--- config.mk ---
export PLATFORM = sky130hd
export DESIGN_NAME = decode_stage
export DESIGN_NICKNAME = d
export VERILOG_FILES = /design/src/rtl/decode_pkg.sv /design/src/rtl/decode_fields.sv /design/src/rtl/decode_stage.sv
export SDC_FILE = /design/constraint.sdc
export NUM_CORES = 1
export LEC_CHECK = 0
export CAP_MARGIN = 20
export CORE_MARGIN = 3
export CORE_UTILIZATION = 40
export CTS_CLUSTER_SIZE = 24
export DETAILED_ROUTE_END_ITERATION = 12
export DONT_BUFFER_PORTS = 1
export PLACE_DENSITY = 0.65
export SYNTH_ARGS = -nofsm -noshare
export SYNTH_HDL_FRONTEND = slang
export SYNTH_SLANG_ARGS = --single-unit
export TNS_END_PERCENT = 5
--- constraint.sdc ---
create_clock -name clk -period 10.45 [get_ports clk]
set_clock_uncertainty 0.15 [all_clocks]
set_input_delay 2.09 -clock clk [delete_from_list [all_inputs] [get_ports clk]]
set_output_delay 2.09 -clock clk [all_outputs]
set_load 0.02 [all_outputs]
--- src/rtl/decode_pkg.sv ---
// Shared encodings, field widths and the decoded-record layout for the MIPS decode stage.
package decode_pkg;

    localparam int INSTR_W  = 32;
    localparam int ADDR_W   = 32;
    localparam int OPCODE_W = 6;
    localparam int REG_W    = 5;
    localparam int SHAMT_W  = 5;
    localparam int FUNCT_W  = 6;
    localparam int ITYPE_W  = 2;

    localparam logic [ITYPE_W-1:0] ITYPE_R = 2'd0;
    localparam logic [ITYPE_W-1:0] ITYPE_I = 2'd1;
    localparam logic [ITYPE_W-1:0] ITYPE_J = 2'd2;

    localparam logic [OPCODE_W-1:0] OP_RTYPE = 6'h00;
    localparam logic [OPCODE_W-1:0] OP_J     = 6'h02;
    localparam logic [OPCODE_W-1:0] OP_JAL   = 6'h03;
    localparam logic [OPCODE_W-1:0] OP_ANDI  = 6'h0C;
    localparam logic [OPCODE_W-1:0] OP_ORI   = 6'h0D;
    localparam logic [OPCODE_W-1:0] OP_XORI  = 6'h0E;

    // Immediate is kept outside the record because its width is a per-instance parameter.
    typedef struct packed {
        logic [OPCODE_W-1:0] opcode;
        logic [REG_W-1:0]    rs;
        logic [REG_W-1:0]    rt;
        logic [REG_W-1:0]    rd;
        logic [SHAMT_W-1:0]  shamt;
        logic [FUNCT_W-1:0]  funct;
        logic [ITYPE_W-1:0]  itype;
        logic [ADDR_W-1:0]   jump_target;
        logic [ADDR_W-1:0]   pc;
    } dec_rec_t;

    function automatic logic [ITYPE_W-1:0] classify(input logic [OPCODE_W-1:0] op);
        case (op)
            OP_RTYPE:     return ITYPE_R;
            OP_J, OP_JAL: return ITYPE_J;
            default:      return ITYPE_I;
        endcase
    endfunction

    function automatic logic is_zero_ext(input logic [OPCODE_W-1:0] op);
        return (op == OP_ANDI) || (op == OP_ORI) || (op == OP_XORI);
    endfunction

endpackage

--- src/rtl/decode_fields.sv ---
// Purpose: split a MIPS word into fields, classify R/I/J, extend the immediate, form the jump target.
// Latency: purely combinational.
// Backpressure: none; sits on the write side of the record FIFO.
module decode_fields
    import decode_pkg::*;
#(
    parameter int IMM_WIDTH = 32
) (
    input  logic [INSTR_W-1:0]   instruction,
    input  logic [ADDR_W-1:0]    pc,
    output dec_rec_t             rec,
    output logic [IMM_WIDTH-1:0] imm
);

    logic [3:0] pc4_hi;

    always_comb begin
        // Upper nibble of pc+4: the +4 carries into bit 28 only when pc[27:2] is all ones.
        pc4_hi          = pc[31:28] + {3'b000, &pc[27:2]};
        rec.opcode      = instruction[31:26];
        rec.rs          = instruction[25:21];
        rec.rt          = instruction[20:16];
        rec.rd          = instruction[15:11];
        rec.shamt       = instruction[10:6];
        rec.funct       = instruction[5:0];
        rec.itype       = classify(instruction[31:26]);
        rec.jump_target = {pc4_hi, instruction[25:0], 2'b00};
        rec.pc          = pc;
        if (is_zero_ext(instruction[31:26]))
            imm = IMM_WIDTH'(instruction[15:0]);
        else
            imm = IMM_WIDTH'($signed(instruction[15:0]));
    end

endmodule

--- src/rtl/decode_stage.sv ---
// Purpose: registered MIPS decode stage, decoded records held in a DEPTH-entry FIFO; DECODE_STATS_EN adds per-class push counters.
// Latency: one cycle from an accepted instruction to out_valid when the buffer is empty.
// Backpressure: in_ready = !full (no path from out_ready); flush empties the buffer and drops a same-cycle push.
module decode_stage
    import decode_pkg::*;
#(
    parameter int IMM_WIDTH = 32,
    parameter int DEPTH     = 2
) (
    input  logic                   clk,
    input  logic                   rst_n,
    input  logic                   flush,
    input  logic                   in_valid,
    output logic                   in_ready,
    input  logic [31:0]            in_instruction,
    input  logic [31:0]            in_pc,
    output logic                   out_valid,
    input  logic                   out_ready,
    output logic [5:0]             out_opcode,
    output logic [4:0]             out_rs,
    output logic [4:0]             out_rt,
    output logic [4:0]             out_rd,
    output logic [4:0]             out_shamt,
    output logic [5:0]             out_funct,
    output logic [IMM_WIDTH-1:0]   out_imm,
    output logic [31:0]            out_jump_target,
    output logic [1:0]             out_itype,
    output logic [31:0]            out_pc,
    output logic [$clog2(DEPTH):0] count
`ifdef DECODE_STATS_EN
    ,
    output logic [31:0]            stat_r,
    output logic [31:0]            stat_i,
    output logic [31:0]            stat_j
`endif
);

    localparam int PTR_W = $clog2(DEPTH);

    dec_rec_t             in_rec;
    dec_rec_t             head_rec;
    logic [IMM_WIDTH-1:0] in_imm;
    logic [IMM_WIDTH-1:0] head_imm;
    dec_rec_t             rec_mem [DEPTH];
    logic [IMM_WIDTH-1:0] imm_mem [DEPTH];
    logic [PTR_W:0]       wr_ptr;
    logic [PTR_W:0]       rd_ptr;
    logic                 full;
    logic                 empty;
    logic                 push;
    logic                 pop;

    decode_fields #(.IMM_WIDTH(IMM_WIDTH)) u_fields (
        .instruction (in_instruction),
        .pc          (in_pc),
        .rec         (in_rec),
        .imm         (in_imm)
    );

    assign empty     = (wr_ptr == rd_ptr);
    assign full      = (wr_ptr[PTR_W] != rd_ptr[PTR_W]) &&
                       (wr_ptr[PTR_W-1:0] == rd_ptr[PTR_W-1:0]);
    assign push      = in_valid && !full;
    assign pop       = out_ready && !empty;
    assign in_ready  = !full;
    assign out_valid = !empty;
    assign count     = wr_ptr - rd_ptr;

    always_ff @(posedge clk or negedge rst_n) begin
        if (!rst_n) begin
            wr_ptr <= '0;
            rd_ptr <= '0;
        end else if (flush) begin
            wr_ptr <= '0;
            rd_ptr <= '0;
        end else begin
            if (push) wr_ptr <= wr_ptr + (PTR_W+1)'(1);
            if (pop)  rd_ptr <= rd_ptr + (PTR_W+1)'(1);
        end
    end

    always_ff @(posedge clk) begin
        if (push && !flush) begin
            rec_mem[wr_ptr[PTR_W-1:0]] <= in_rec;
            imm_mem[wr_ptr[PTR_W-1:0]] <= in_imm;
        end
    end

    // Storage is not reset, so the head is masked to zero while empty.
    always_comb begin
        head_rec = '0;
        head_imm = '0;
        if (!empty) begin
            head_rec = rec_mem[rd_ptr[PTR_W-1:0]];
            head_imm = imm_mem[rd_ptr[PTR_W-1:0]];
        end
    end

    assign out_opcode      = head_rec.opcode;
    assign out_rs          = head_rec.rs;
    assign out_rt          = head_rec.rt;
    assign out_rd          = head_rec.rd;
    assign out_shamt       = head_rec.shamt;
    assign out_funct       = head_rec.funct;
    assign out_itype       = head_rec.itype;
    assign out_jump_target = head_rec.jump_target;
    assign out_pc          = head_rec.pc;
    assign out_imm         = head_imm;

`ifdef DECODE_STATS_EN
    always_ff @(posedge clk or negedge rst_n) begin
        if (!rst_n) begin
            stat_r <= '0;
            stat_i <= '0;
            stat_j <= '0;
        end else if (push && !flush) begin
            case (in_rec.itype)
                ITYPE_R: stat_r <= stat_r + 32'd1;
                ITYPE_I: stat_i <= stat_i + 32'd1;
                ITYPE_J: stat_j <= stat_j + 32'd1;
                default: ;
            endcase
        end
    end
`endif

endmodule

* Yosys cells after proc, flatten, opt, wreduce, memory -nomap -nowiden *
Memory sizes are Yosys's and may differ from the RTL's.
Cells that the tools add are included.

word-level totals
  flip-flop bits (word level) = 4
  memory bits (writable) = 256
  input bits = 69
  logic and storage cells = 40
  memories kept = 2

operators by class
  add/subtract/negate cells = 4
  eq/ne operators = 8
  mux-type cells = 10
  reductions and logical operators = 14

memories
  name     words  width  read ports  clocked after Yosys merged registers in  write ports  line                source
  rec_mem  2      96     1           0                                        1            decode_stage.sv:44  dec_rec_t rec_mem [DEPTH];
  imm_mem  2      32     1           0                                        1            decode_stage.sv:45  logic [IMM_WIDTH-1:0] imm_mem [DEPTH];

operator list
  operator             number
  $mux 98              1
  $mux 32              2
  $reduce_and 26->1    1
  $eq 6x4->1 const B   3
  $eq 6x2->1 const B   2
  $mux 2               4
  $logic_not 6->1      1
  $add 2x1->2 const B  2
  $add 4x1->4          1
  $logic_and 1x1->1    4
  $pmux 2 s2           1
  $reduce_bool 2->1    2
  $logic_not 1->1      3
  $eq 2x2->1           1
  $logic_or 1x1->1     2
  $mux 1               2
  $reduce_or 2->1      1
  $sub 2x2->2          1
  $eq 1x1->1           1
  $ne 1x1->1           1

* Logic depth before layout (Yosys ltp) *
Gate-level depths: netlist of the first run.

  word-level depth = 7
  depth in mapped cells = 7
  mapped depth without buffers = 6

* Modules after synthesis *
From an unflattened synthesis of the first run, not the netlist that was laid out.

unflattened totals
  cells, all modules = 733
  area, all modules = 11,238.3 µm²

modules (own cells, without submodules)
  module         instances  cells each  area each (µm²)  sequential area each (µm²)
  decode_stage   1          588         10,159.7         7,907.6
  decode_fields  1          145         1,078.5          0.0

* Worst setup path after synthesis of the first run *
OpenSTA, ideal clock, no wires.

  path type = input to register
  start = in flush
  end = mem imm_mem[0][0] (enable)
  setup time = 700 ps
  arrival = 9,684 ps
  slack = -84 ps
  stages = 2
  cell sequence = clkbuf_1 -> nor4b_1

on the way
  longest elaborated chain between the ends = 4

ends and longest elaborated chain
  what                          line                source
  start, declared               decode_stage.sv:12  input logic flush,
  $logic_not 1->1               decode_stage.sv:83  if (push && !flush) begin
  $logic_and 1x1->1             decode_stage.sv:83
  $mux 1                        decode_stage.sv:83
  $mux 1 (not written as such)  decode_stage.sv:85  imm_mem[wr_ptr[PTR_W-1:0]] <= in_imm;
  end, declared                 decode_stage.sv:45

Every way passes these cells.

* Final worst setup path of the first run *
  start = reg rd_ptr[0]
  end = out out_funct[4]

on the way
  longest elaborated chain between the ends = 2
  elaborated cells between the ends (all ways) = 3
  those cells by class = 1 x eq/ne; 1 x mux; 1 x memory

ends and longest elaborated chain
  what                                               line                source
  start, declared                                    decode_stage.sv:47  logic [PTR_W:0] rd_ptr;
  start signal, assigned                             decode_stage.sv:78  if (pop) rd_ptr <= rd_ptr + (PTR_W+1)'(1);
  $mem_v2 2x96 / $eq 2x2->1 (equally long branches)  -
  $mux 98 *                                          decode_stage.sv:93  if (!empty) begin
  end, declared                                      decode_stage.sv:24  output logic [5:0] out_funct,

Mark *: on every way between the ends. The rest lies on a longest branch, timed or not.

==> impl_metrics.ini, run 1 <==
[status]
status = finished clean

[die]
die_area_sq_um = 17300
io_pins = 203
fp-row-count = 45
floorplan.initialDensity_pct = 41.2
floorplan.die.height_um = 132
placeable_core_region_sq_um = 15300
fp.dieW_um = 132

[synthesis]
async_reset_ff_share_pct = 2.74
yosys_register_bits = 146
syn_inst = 419
post_synth.cell_area_avg_sq_um = 15.1
syn_area_sq_um = 6310
synth.lib_cells_used.distinct = 36
yosysSeqAreaShare_pct = 69.2
yosys_most_used_dff = sky130_fd_sc_hd__edfxtp_1
synth-edff-count = 142
synth.yosys.warnings = 0
synth_commonest_cells = sky130_fd_sc_hd__edfxtp_1 (142), sky130_fd_sc_hd__mux2i_1 (72), sky130_fd_sc_hd__nor2_1 (63), sky130_fd_sc_hd__buf_4 (59), sky130_fd_sc_hd__nor2_2 (12)
synth_top_area_share_pct = 67.6
synth_top_area_cell = sky130_fd_sc_hd__edfxtp_1
synthMostInstantiatedCell = sky130_fd_sc_hd__edfxtp_1
synth.area.top_cells = sky130_fd_sc_hd__edfxtp_1 (68%), sky130_fd_sc_hd__mux2i_1 (11%), sky130_fd_sc_hd__buf_4 (7.0%)

[setup_path]
critical_path_buf_inv_count = 1
critical_path_arrival_ns = 3.10
regToRegStartpoint = rd_ptr[0]
worst_path_dominant_cell_family = simple AND/OR/NAND/NOR gates
required_ns = 8.21
timing.critical_path.slowest_stage_cell = sky130_fd_sc_hd__nor2_1
worstSetupStartpointType = flip-flop
critical_path_peak_fanout = 42
worst_setup_path_startpoint = rd_ptr[0]
worst_path_cell_chain = ha_1 -> and2_4 -> buf_4 -> nor2_1
crit_type = flip-flop to primary output
critPathMaxStageDelay_ns = 0.87
worst_setup_path_end_kind = primary output

[clocking]
hold_fix_buffer_count_after_cts = 0
tritoncts.num_buffers = 17
htree_levels = 4
tritoncts = done
clk_transition_reported_paths_ns = 0.06
numClockSinks = 146
clk_path_buf_depth = 2
clock_insertion_delay_worst_skew_ns = 0.41
clk_root_buffer_cell = sky130_fd_sc_hd__clkbuf_16
cts.repair_timing.setup_buffer_count = 0
cts_resized = 0

[sta]
fin_tns_setup_ns = 0
max_freq_mhz = 187
timing.final.hold_violations = 0
finalSetupViolCount = 0
tightestPinTransition_ns = 1.11
post-route-min-period_ns = 5.34
max_slew_margin_pct = 25.5
finalMaxSlewViolations = 0
worst_slack_ns = 5.11
share_of_the_clock_period_used_by_the_worst_path_after_layout_pct = 51.1
unrepaired_setup_endpoints_after_global_routing = no

[placement]
place.gp.congestion = 0.741
detailedPlace.worstSlack_ns = 5.48
place_inst = 561
port_buffers = 0
dp_hpwl_mm = 7.49

[drt]
drtPass1Iterations = 6
detail_route.vias_per_cell = 4.97
routed_wirelength_mm = 11.4
post-route-drc-count = 0
first_iter_violations = 193
post_route_antenna_net_violation_count = 0
dr_total_vias = 2948
avgRoutedWirePerCell_um = 19.1

[layout]
areaGrowthSynthToFinish_pct = 5.75
nFillCells = 1367
share_of_final_layout_standard_cells_stronger_than_drive_strength_1_pct = 14.1
fin_cells = 593
area_occupied_by_multi_input_gates_sq_um = 1380
antenna_cells = 0
seqCellArea_sq_um = 4370
fin_nets = 441

[global_routing]
total_global_route_track_usage_pct = 13.4
grt_pass1_vias = 3156
first_pass_grt_wire_length_mm = 17.7
pin_count_of_the_biggest_net_entering_global_routing = 45
initial_antenna_violation_count = 0
total_global_routing_overflow = 0

[power_and_ir_drop]
power.density_nw_per_um2 = 327
vdd_drop_max_mv = 0.159
power_leakage_nw = 2.18

[run]
max_capacitance_violation_total = 0

[worst_hold_path]
worstHoldPathType = flip-flop to flip-flop
hold_start = wr_ptr[1]
state kept, by name (all words and copies together) (netlist names):
register	flops
rec_mem	108
imm_mem	34
wr_ptr	2
rd_ptr	2
cells in the final DEF (no fill, tap or decap), types with 3 or more instances in the layout:
| master | netlist | routed |
|---|---|---|
| sky130_fd_sc_hd__nand4_1 | 6 | 6 |
| sky130_fd_sc_hd__clkinvlp_4 | 0 | 3 |
| sky130_fd_sc_hd__inv_1 | 5 | 5 |
| sky130_fd_sc_hd__mux2i_1 | 72 | 72 |
| sky130_fd_sc_hd__a21oi_1 | 3 | 3 |
| sky130_fd_sc_hd__buf_4 | 59 | 6 |
| sky130_fd_sc_hd__clkinv_4 | 0 | 3 |
| sky130_fd_sc_hd__ha_1 | 3 | 3 |
| sky130_fd_sc_hd__clkinv_2 | 0 | 3 |
| sky130_fd_sc_hd__nand3_1 | 4 | 4 |
| sky130_fd_sc_hd__nor2_2 | 12 | 12 |
| sky130_fd_sc_hd__dfrtp_1 | 4 | 3 |
| sky130_fd_sc_hd__nor2_1 | 63 | 62 |
| sky130_fd_sc_hd__edfxtp_1 | 142 | 142 |
| sky130_fd_sc_hd__clkbuf_16 | 0 | 17 |
| sky130_fd_sc_hd__nand2_1 | 3 | 3 |
power by group:
| group | internal (W) | switching [W] |
|---|---|---|
| sequential | 0.000724 | 0.0000374 |
| combinational | 0.000147 | 0.000698 |
| clock | 0.000350 | 0.000222 |
| total | 0.00122 | 0.000957 |
worst register-to-register path: stages, from the launching register on:
cell and delay, ns:
sky130_fd_sc_hd__dfrtp_4 0.76, sky130_fd_sc_hd__ha_1 0.41, sky130_fd_sc_hd__inv_1 0.26, sky130_fd_sc_hd__nor2_1 0.18
sky130_fd_sc_hd__nor4b_4 0.26, sky130_fd_sc_hd__buf_4 0.51
kinds of logic (layout without fill, tap and decap cells):
group	Yosys count	in the layout	synth area share, %
muxes	72	72	11.4
buffers and inverters	82	44	9.46
DFF	146	146	69.2
and+or+nand+nor	101	101	7.54
other	1	2	0.0595
adders and majority gates	3	3	0.595
xor gates and xnor gates	4	4	0.675
AOI/OAI and AO/OA	10	10	1.05
cell type report:
type	count	share of cell area (%)
clock buffers	19	6.49
clock inverters	13	2.04
inverters	5	0.281
multi-input cells	192	20.7
flip-flops and latches	146	65.5
well taps	211	3.96
repair buffers	7	1.09
per-layer routing:
metal  track usage (%)  vias up  wire length [um]
li1                  -     1361                 -
met1              14.6     1435              4380
met2              22.3      139              5680
met3              6.78       13              1130
met4              4.96        0               161
met5                 0        -                 0
worst paths after layout:
check / cells after the start / slack [ns] / end
worst max register to register: 5 / 7.52 / imm_mem[0][3]
worst max-delay path: 4 / 5.11 / out_funct[4]
worst min-delay path: 2 / 0.50 / wr_ptr[1]
min in group asynchronous: 0 / 1.22 / wr_ptr[0]
worst min register to register: 2 / 0.50 / wr_ptr[1]
max in group asynchronous: 0 / 8.85 / rd_ptr[0]
stage by stage:
stage / hold slack [ns] / utilization, % / instance area [sq um] / power [W]
finish: 0.502 / 43.6 / 6670 / 0.00218
global route: 0.516 / 43.6 / 6670 / 0.00229
CTS: 0.491 / 43.6 / 6670 / 0.00222
detailed placement: 0.481 / 39.8 / 6100 / 0.00164
global placement: 0.454 / 39.8 / 6100 / 0.00163
floorplan: 0.434 / - / 6320 / 0.00174
No activity file was read; power rests on OpenSTA's default activity.
==> run 2: changes to the inputs <==
--- a/config.mk
+++ b/config.mk
@@ -11,7 +11,7 @@
 export CTS_CLUSTER_SIZE = 24
 export DETAILED_ROUTE_END_ITERATION = 12
 export DONT_BUFFER_PORTS = 1
-export PLACE_DENSITY = 0.65
+export PLACE_DENSITY = 0.67
 export SYNTH_ARGS = -nofsm -noshare
 export SYNTH_HDL_FRONTEND = slang
 export SYNTH_SLANG_ARGS = --single-unit
==> constraint.sdc (replaced) <==
create_clock -name clk -period 4.79 [get_ports clk]
set_clock_uncertainty 0.15 [all_clocks]
set_input_delay 0.958 -clock clk [delete_from_list [all_inputs] [get_ports clk]]
set_output_delay 0.958 -clock clk [all_outputs]
set_load 0.02 [all_outputs]
==> run 2 against run 1 <==
Against the previous run: via count up 2.1%; hold slack worse by 0.41 ns; critical endpoint is now out_imm[31]; total power up 130%; global-route usage down 0.34 points; worst setup slack worse by 4.2 ns; die area unchanged; final cell count up 2.7%; clock power up 130%; first-iteration DRC count down 22%.
==> impl_metrics.ini, run 2 (synthesis results as in run 1) <==
[clocking]
clock_insertion_delay_worst_skew_ns = 0.41
numClockSinks = 146
clk_transition_reported_paths_ns = 0.06
clk_path_buf_depth = 2
htree_levels = 4
clk_root_buffer_cell = sky130_fd_sc_hd__clkbuf_16
hold_fix_buffer_count_after_cts = 0
tritoncts.num_buffers = 17
cts.repair_timing.setup_buffer_count = 0
tritoncts = done
cts_resized = 0

[power_and_ir_drop]
power.density_nw_per_um2 = 725
vdd_drop_max_mv = 0.439
power_leakage_nw = 2.28

[global_routing]
pin_count_of_the_biggest_net_entering_global_routing = 73
groute.layer.met3.usage_pct = 6.74
global_route.usage.met2_pct = 22.0
grt_pass1_vias = 3190
initial_antenna_violation_count = 0
groute.layer.met1.usage_pct = 13.1
total_global_route_track_usage_pct = 13.0
total_global_routing_overflow = 0
grt-busiest-layer = met2
first_pass_grt_wire_length_mm = 17.2

[setup_path]
worst-r2r-cell-count = 6
worst_path_cell_chain = inv_1 -> ha_1 -> and2_4 -> nor2_4 -> buf_16
r2r_setup_slack_ns = 2.10
regToRegStartpoint = wr_ptr[0]
worstSetupStartpointType = flip-flop
timing.critical_path.slowest_stage_cell = sky130_fd_sc_hd__and2_4
required_ns = 3.68
crit_type = flip-flop to primary output
critical_path_arrival_ns = 2.79
critPathMaxStageDelay_ns = 0.76
worst_setup_path_end_kind = primary output
worstReg2RegEnd = imm_mem[0][6]
critical_path_peak_fanout = 72

[die]
floorplan.initialDensity_pct = 41.2
fp.dieW_um = 132
floorplan.die.height_um = 132
fp-row-count = 45
die_area_sq_um = 17300
io_pins = 203
placeable_core_region_sq_um = 15300

[layout]
areaGrowthSynthToFinish_pct = 8.27
share_of_final_layout_standard_cells_stronger_than_drive_strength_1_pct = 16.8
fin_nets = 457
layout_commonest_cell = sky130_fd_sc_hd__edfxtp_1
antenna_cells = 0
largest_reg_flops = 108
layout_common_cells = sky130_fd_sc_hd__edfxtp_1 (142), sky130_fd_sc_hd__mux2i_1 (72), sky130_fd_sc_hd__nor2_1 (62), sky130_fd_sc_hd__buf_4 (22), sky130_fd_sc_hd__clkbuf_16 (17)

[drt]
post-route-drc-count = 0
post_route_antenna_net_violation_count = 0
dr_total_vias = 3011
avgRoutedWirePerCell_um = 18.1
routed_wirelength_mm = 11.0
detail_route.vias_per_cell = 4.94
drtPass1Iterations = 4
first_iter_violations = 151

[placement]
detailedPlace.worstSlack_ns = 1.31
dp_hpwl_mm = 7.22
place.gp.congestion = 0.713
port_buffers = 0

[sta]
max_freq_mhz = 257
finalSetupViolCount = 0
max_slew_margin_pct = 42.3
worst_slack_ns = 0.896
share_of_the_clock_period_used_by_the_worst_path_after_layout_pct = 81.3
finalMaxSlewViolations = 0
unrepaired_setup_endpoints_after_global_routing = no
fin_tns_setup_ns = 0
post-route-min-period_ns = 3.89
tightestPinTransition_ns = 0.865
timing.final.hold_violations = 0

[status]
status = finished clean

[run]
max_capacitance_violation_total = 0

[worst_hold_path]
worstHoldPathType = primary input to async pin
==> run 2: metrics by stage <==
stage	total power, W	hold slack (ns)	utilization, %	area, sq um	std cells
5_1_grt	0.00519	0.0584	44.6	6830	609
4_1_cts	0.00502	0.0569	44.6	6830	609
2_1_floorplan	0.00378	0.434	-	6330	420
3_5_place_dp	0.00367	0.465	40.7	6230	577
3_3_place_gp	0.00365	0.443	40.7	6230	577
6_report	0.00495	0.0889	44.6	6830	609
==> run 2: critical path, delay by kind of cell (launching register included) <==
| kind | cells | cell delay (ns) |
|---|---|---|
| fa+ha+maj | 1 | 0.42 |
| buf+inv | 2 | 0.40 |
| flops | 1 | 0.46 |
| simple gates | 2 | 1.06 |
==> run 2: layout make-up <==
class                      instances  area [sq um]
clock inverter                    11           161
fill                            1378          8490
inverter                           5          18.8
tap                              211           264
timing repair buffer              23           193
clock buffer                      21           440
multi-input combinational        192          1380
sequential                       146          4370
==> run 2: power breakdown <==
group          leakage (nW)  internal, W  total (W)  switching, W
Combinational         0.641     0.000415    0.00198       0.00157
Clock                 0.286     0.000866    0.00134      0.000473
Sequential             1.35      0.00158    0.00163     0.0000441
==> run 2: how the worst max path moves through the flow <==
| stage | from | end | slack (ns) |
|---|---|---|---|
| detailed placement | wr_ptr[0] | out_imm[31] | 1.31 |
| global placement | wr_ptr[0] | out_imm[31] | 1.37 |
| global route | wr_ptr[0] | out_imm[27] | 0.71 |
| CTS | wr_ptr[0] | out_imm[31] | 0.86 |
| floorplan | wr_ptr[0] | imm_mem[1][0] | 0.15 |
| finish | wr_ptr[0] | out_imm[31] | 0.90 |
==> run 2: routing by layer <==
layer / vias up / part of all wire (%)
li1: 1390 / -
met1: 1468 / 37
met2: 132 / 50
met3: 21 / 10
met4: 0 / 2.2
met5: - / 0
==> run 3: changes to the inputs <==
==> constraint.sdc (replaced) <==
create_clock -name clk -period 3.5 [get_ports clk]
set_clock_uncertainty 0.15 [all_clocks]
set_input_delay 0.7 -clock clk [delete_from_list [all_inputs] [get_ports clk]]
set_output_delay 0.7 -clock clk [all_outputs]
set_load 0.02 [all_outputs]
==> run 3 against run 2 <==
Against the previous run: total power increased by 39%; die area is the same; clock power is 28% higher; sequential power grew 37%; global-route usage increased by 0.44 points; final cell count rose by 2.5%; combinational power grew 48%; core utilization rose by 0.79 points; largest power group unchanged; wire length grew 2.9%.
==> impl_metrics.ini, run 3 (synthesis results as in run 1) <==
[setup_path]
crit_type = flip-flop to primary output
critPathMostFrequentCell = sky130_fd_sc_hd__buf_4
critical_path_peak_fanout = 40
critical_path_buf_inv_count = 2
critical_path_arrival_ns = 2.38
required_ns = 2.65
timing.critical_path.slowest_stage_cell = sky130_fd_sc_hd__and2_4
worst_path_cell_chain = xnor2_2 -> and2_4 -> buf_4 -> nor2_1 -> buf_4
worst_setup_path_end_kind = primary output
worstSetupStartpointType = flip-flop
critPathMaxStageDelay_ns = 0.58
worst_path_dominant_cell_family = simple AND/OR/NAND/NOR gates

[die]
floorplan.die.height_um = 132
fp-row-count = 45
placeable_core_region_sq_um = 15300
floorplan.initialDensity_pct = 41.2
fp.dieW_um = 132
io_pins = 203
die_area_sq_um = 17300

[clocking]
tritoncts.num_buffers = 17
tritoncts = done
clk_root_buffer_cell = sky130_fd_sc_hd__clkbuf_16
clk_path_buf_depth = 2
htree_levels = 4
clock_insertion_delay_worst_skew_ns = 0.41
numClockSinks = 146
clk_transition_reported_paths_ns = 0.06

[layout]
areaGrowthSynthToFinish_pct = 10.2
share_of_final_layout_standard_cells_stronger_than_drive_strength_1_pct = 21.5
fin_nets = 472
final_design_area_no_fill_sq_um = 6950
largest_reg_flops = 108
antenna_cells = 0
layout_common_cells = sky130_fd_sc_hd__edfxtp_1 (142), sky130_fd_sc_hd__mux2i_1 (72), sky130_fd_sc_hd__nor2_1 (61), sky130_fd_sc_hd__buf_4 (35), sky130_fd_sc_hd__clkbuf_16 (17)
layout_commonest_cell = sky130_fd_sc_hd__edfxtp_1

[power_and_ir_drop]
vdd_drop_max_mv = 0.481
power_leakage_nw = 2.34
power.density_nw_per_um2 = 990

[sta]
share_of_the_clock_period_used_by_the_worst_path_after_layout_pct = 92.3
max_slew_margin_pct = 61.0
timing.final.hold_violations = 0
finalSetupViolCount = 0
whs_ns = 0.204
max_freq_mhz = 310
finalMaxSlewViolations = 0
tightestPinTransition_ns = 0.585
post-route-min-period_ns = 3.23
unrepaired_setup_endpoints_after_global_routing = no

[placement]
placement.cell_area_sq_um = 6370
dp_hpwl_mm = 7.36
port_buffers = 0
place.gp.congestion = 0.695

[worst_hold_path]
worstHoldPathType = primary input to flip-flop

[global_routing]
grt_pass1_vias = 3224
first_pass_grt_wire_length_mm = 17.9
pin_count_of_the_biggest_net_entering_global_routing = 77
total_global_routing_overflow = 0
initial_antenna_violation_count = 0
total_global_route_track_usage_pct = 13.4

[run]
max_capacitance_violation_total = 0

[drt]
dr_total_vias = 3078
post-route-drc-count = 0
routed_wirelength_mm = 11.3
detail_route.vias_per_cell = 4.93
drtPass1Iterations = 4
avgRoutedWirePerCell_um = 18.2
post_route_antenna_net_violation_count = 0
first_iter_violations = 191

[status]
status = finished clean
==> run 3: changes by cell type in the layout (fill, tap and decap cells not counted), moves of 2 or more <==
cell,before,now
sky130_fd_sc_hd__clkbuf_1,4,1
sky130_fd_sc_hd__clkinv_4,1,3
sky130_fd_sc_hd__inv_1,5,3
sky130_fd_sc_hd__bufinv_16,4,2
sky130_fd_sc_hd__inv_6,0,2
sky130_fd_sc_hd__buf_4,22,35
==> run 3: metrics by stage <==
stage | TNS, ns | instances | power (W) | util, % | setup WS (ns)
finish | 0 | 624 | 0.00688 | 45.4 | 0.270
global route | 0 | 624 | 0.00722 | 45.4 | 0.0767
CTS | 0 | 624 | 0.00699 | 45.4 | 0.212
detailed placement | 0 | 591 | 0.00525 | 41.6 | 0.675
global placement | 0 | 591 | 0.00521 | 41.6 | 0.737
floorplan | -23.03 | 420 | 0.00522 | - | -0.324
==> run 3: layer usage <==
metal / up-vias / wire (um) / global-route usage [%]
met3: 23 / 923 / 5.93
li1: 1423 / - / -
met1: 1504 / 4400 / 15.0
met5: - / 0 / 0
met4: 0 / 282 / 6.83
met2: 128 / 5730 / 21.9
==> run 3: layout make-up <==
| type | instances | area [sq um] |
|---|---|---|
| clock buffer | 18 | 429 |
| sequential | 146 | 4370 |
| clock inverter | 14 | 140 |
| multi-input combinational | 192 | 1400 |
| timing repair buffer | 38 | 320 |
| inverter | 5 | 23.8 |
| fill | 1339 | 8360 |
| tap | 211 | 264 |
==> run 3: worst paths after layout <==
| path | from | depth (start not counted) | slack [ns] | to |
|---|---|---|---|---|
| max in group asynchronous | rst_n | 1 | 2.58 | rd_ptr[0] |
| min in group asynchronous | rst_n | 1 | 0.42 | rd_ptr[0] |
| worst max-delay path | rd_ptr[1] | 5 | 0.27 | out_jump_target[9] |
| worst max register to register | rd_ptr[0] | 5 | 1.20 | rec_mem[0][28] |
| worst min-delay path | flush | 1 | 0.20 | wr_ptr[1] |
| worst min register to register | wr_ptr[1] | 2 | 0.49 | wr_ptr[1] |
==> run 3: where the power goes <==
part	total (W)	internal [W]	leakage, nW	switching (W)
Clock	0.00172	0.00104	0.271	0.000676
Combinational	0.00294	0.000730	0.717	0.00221
Sequential	0.00223	0.00216	1.35	0.0000632
==> run 3: repair_timing <==
item | CTS | global route
hold buffers | 1 | 0
resized for setup | 0 | 0
buffers inserted | 0 | 0
hold endpoints to repair | 4 | 0
endpoints found under the setup margin | 0 | 0
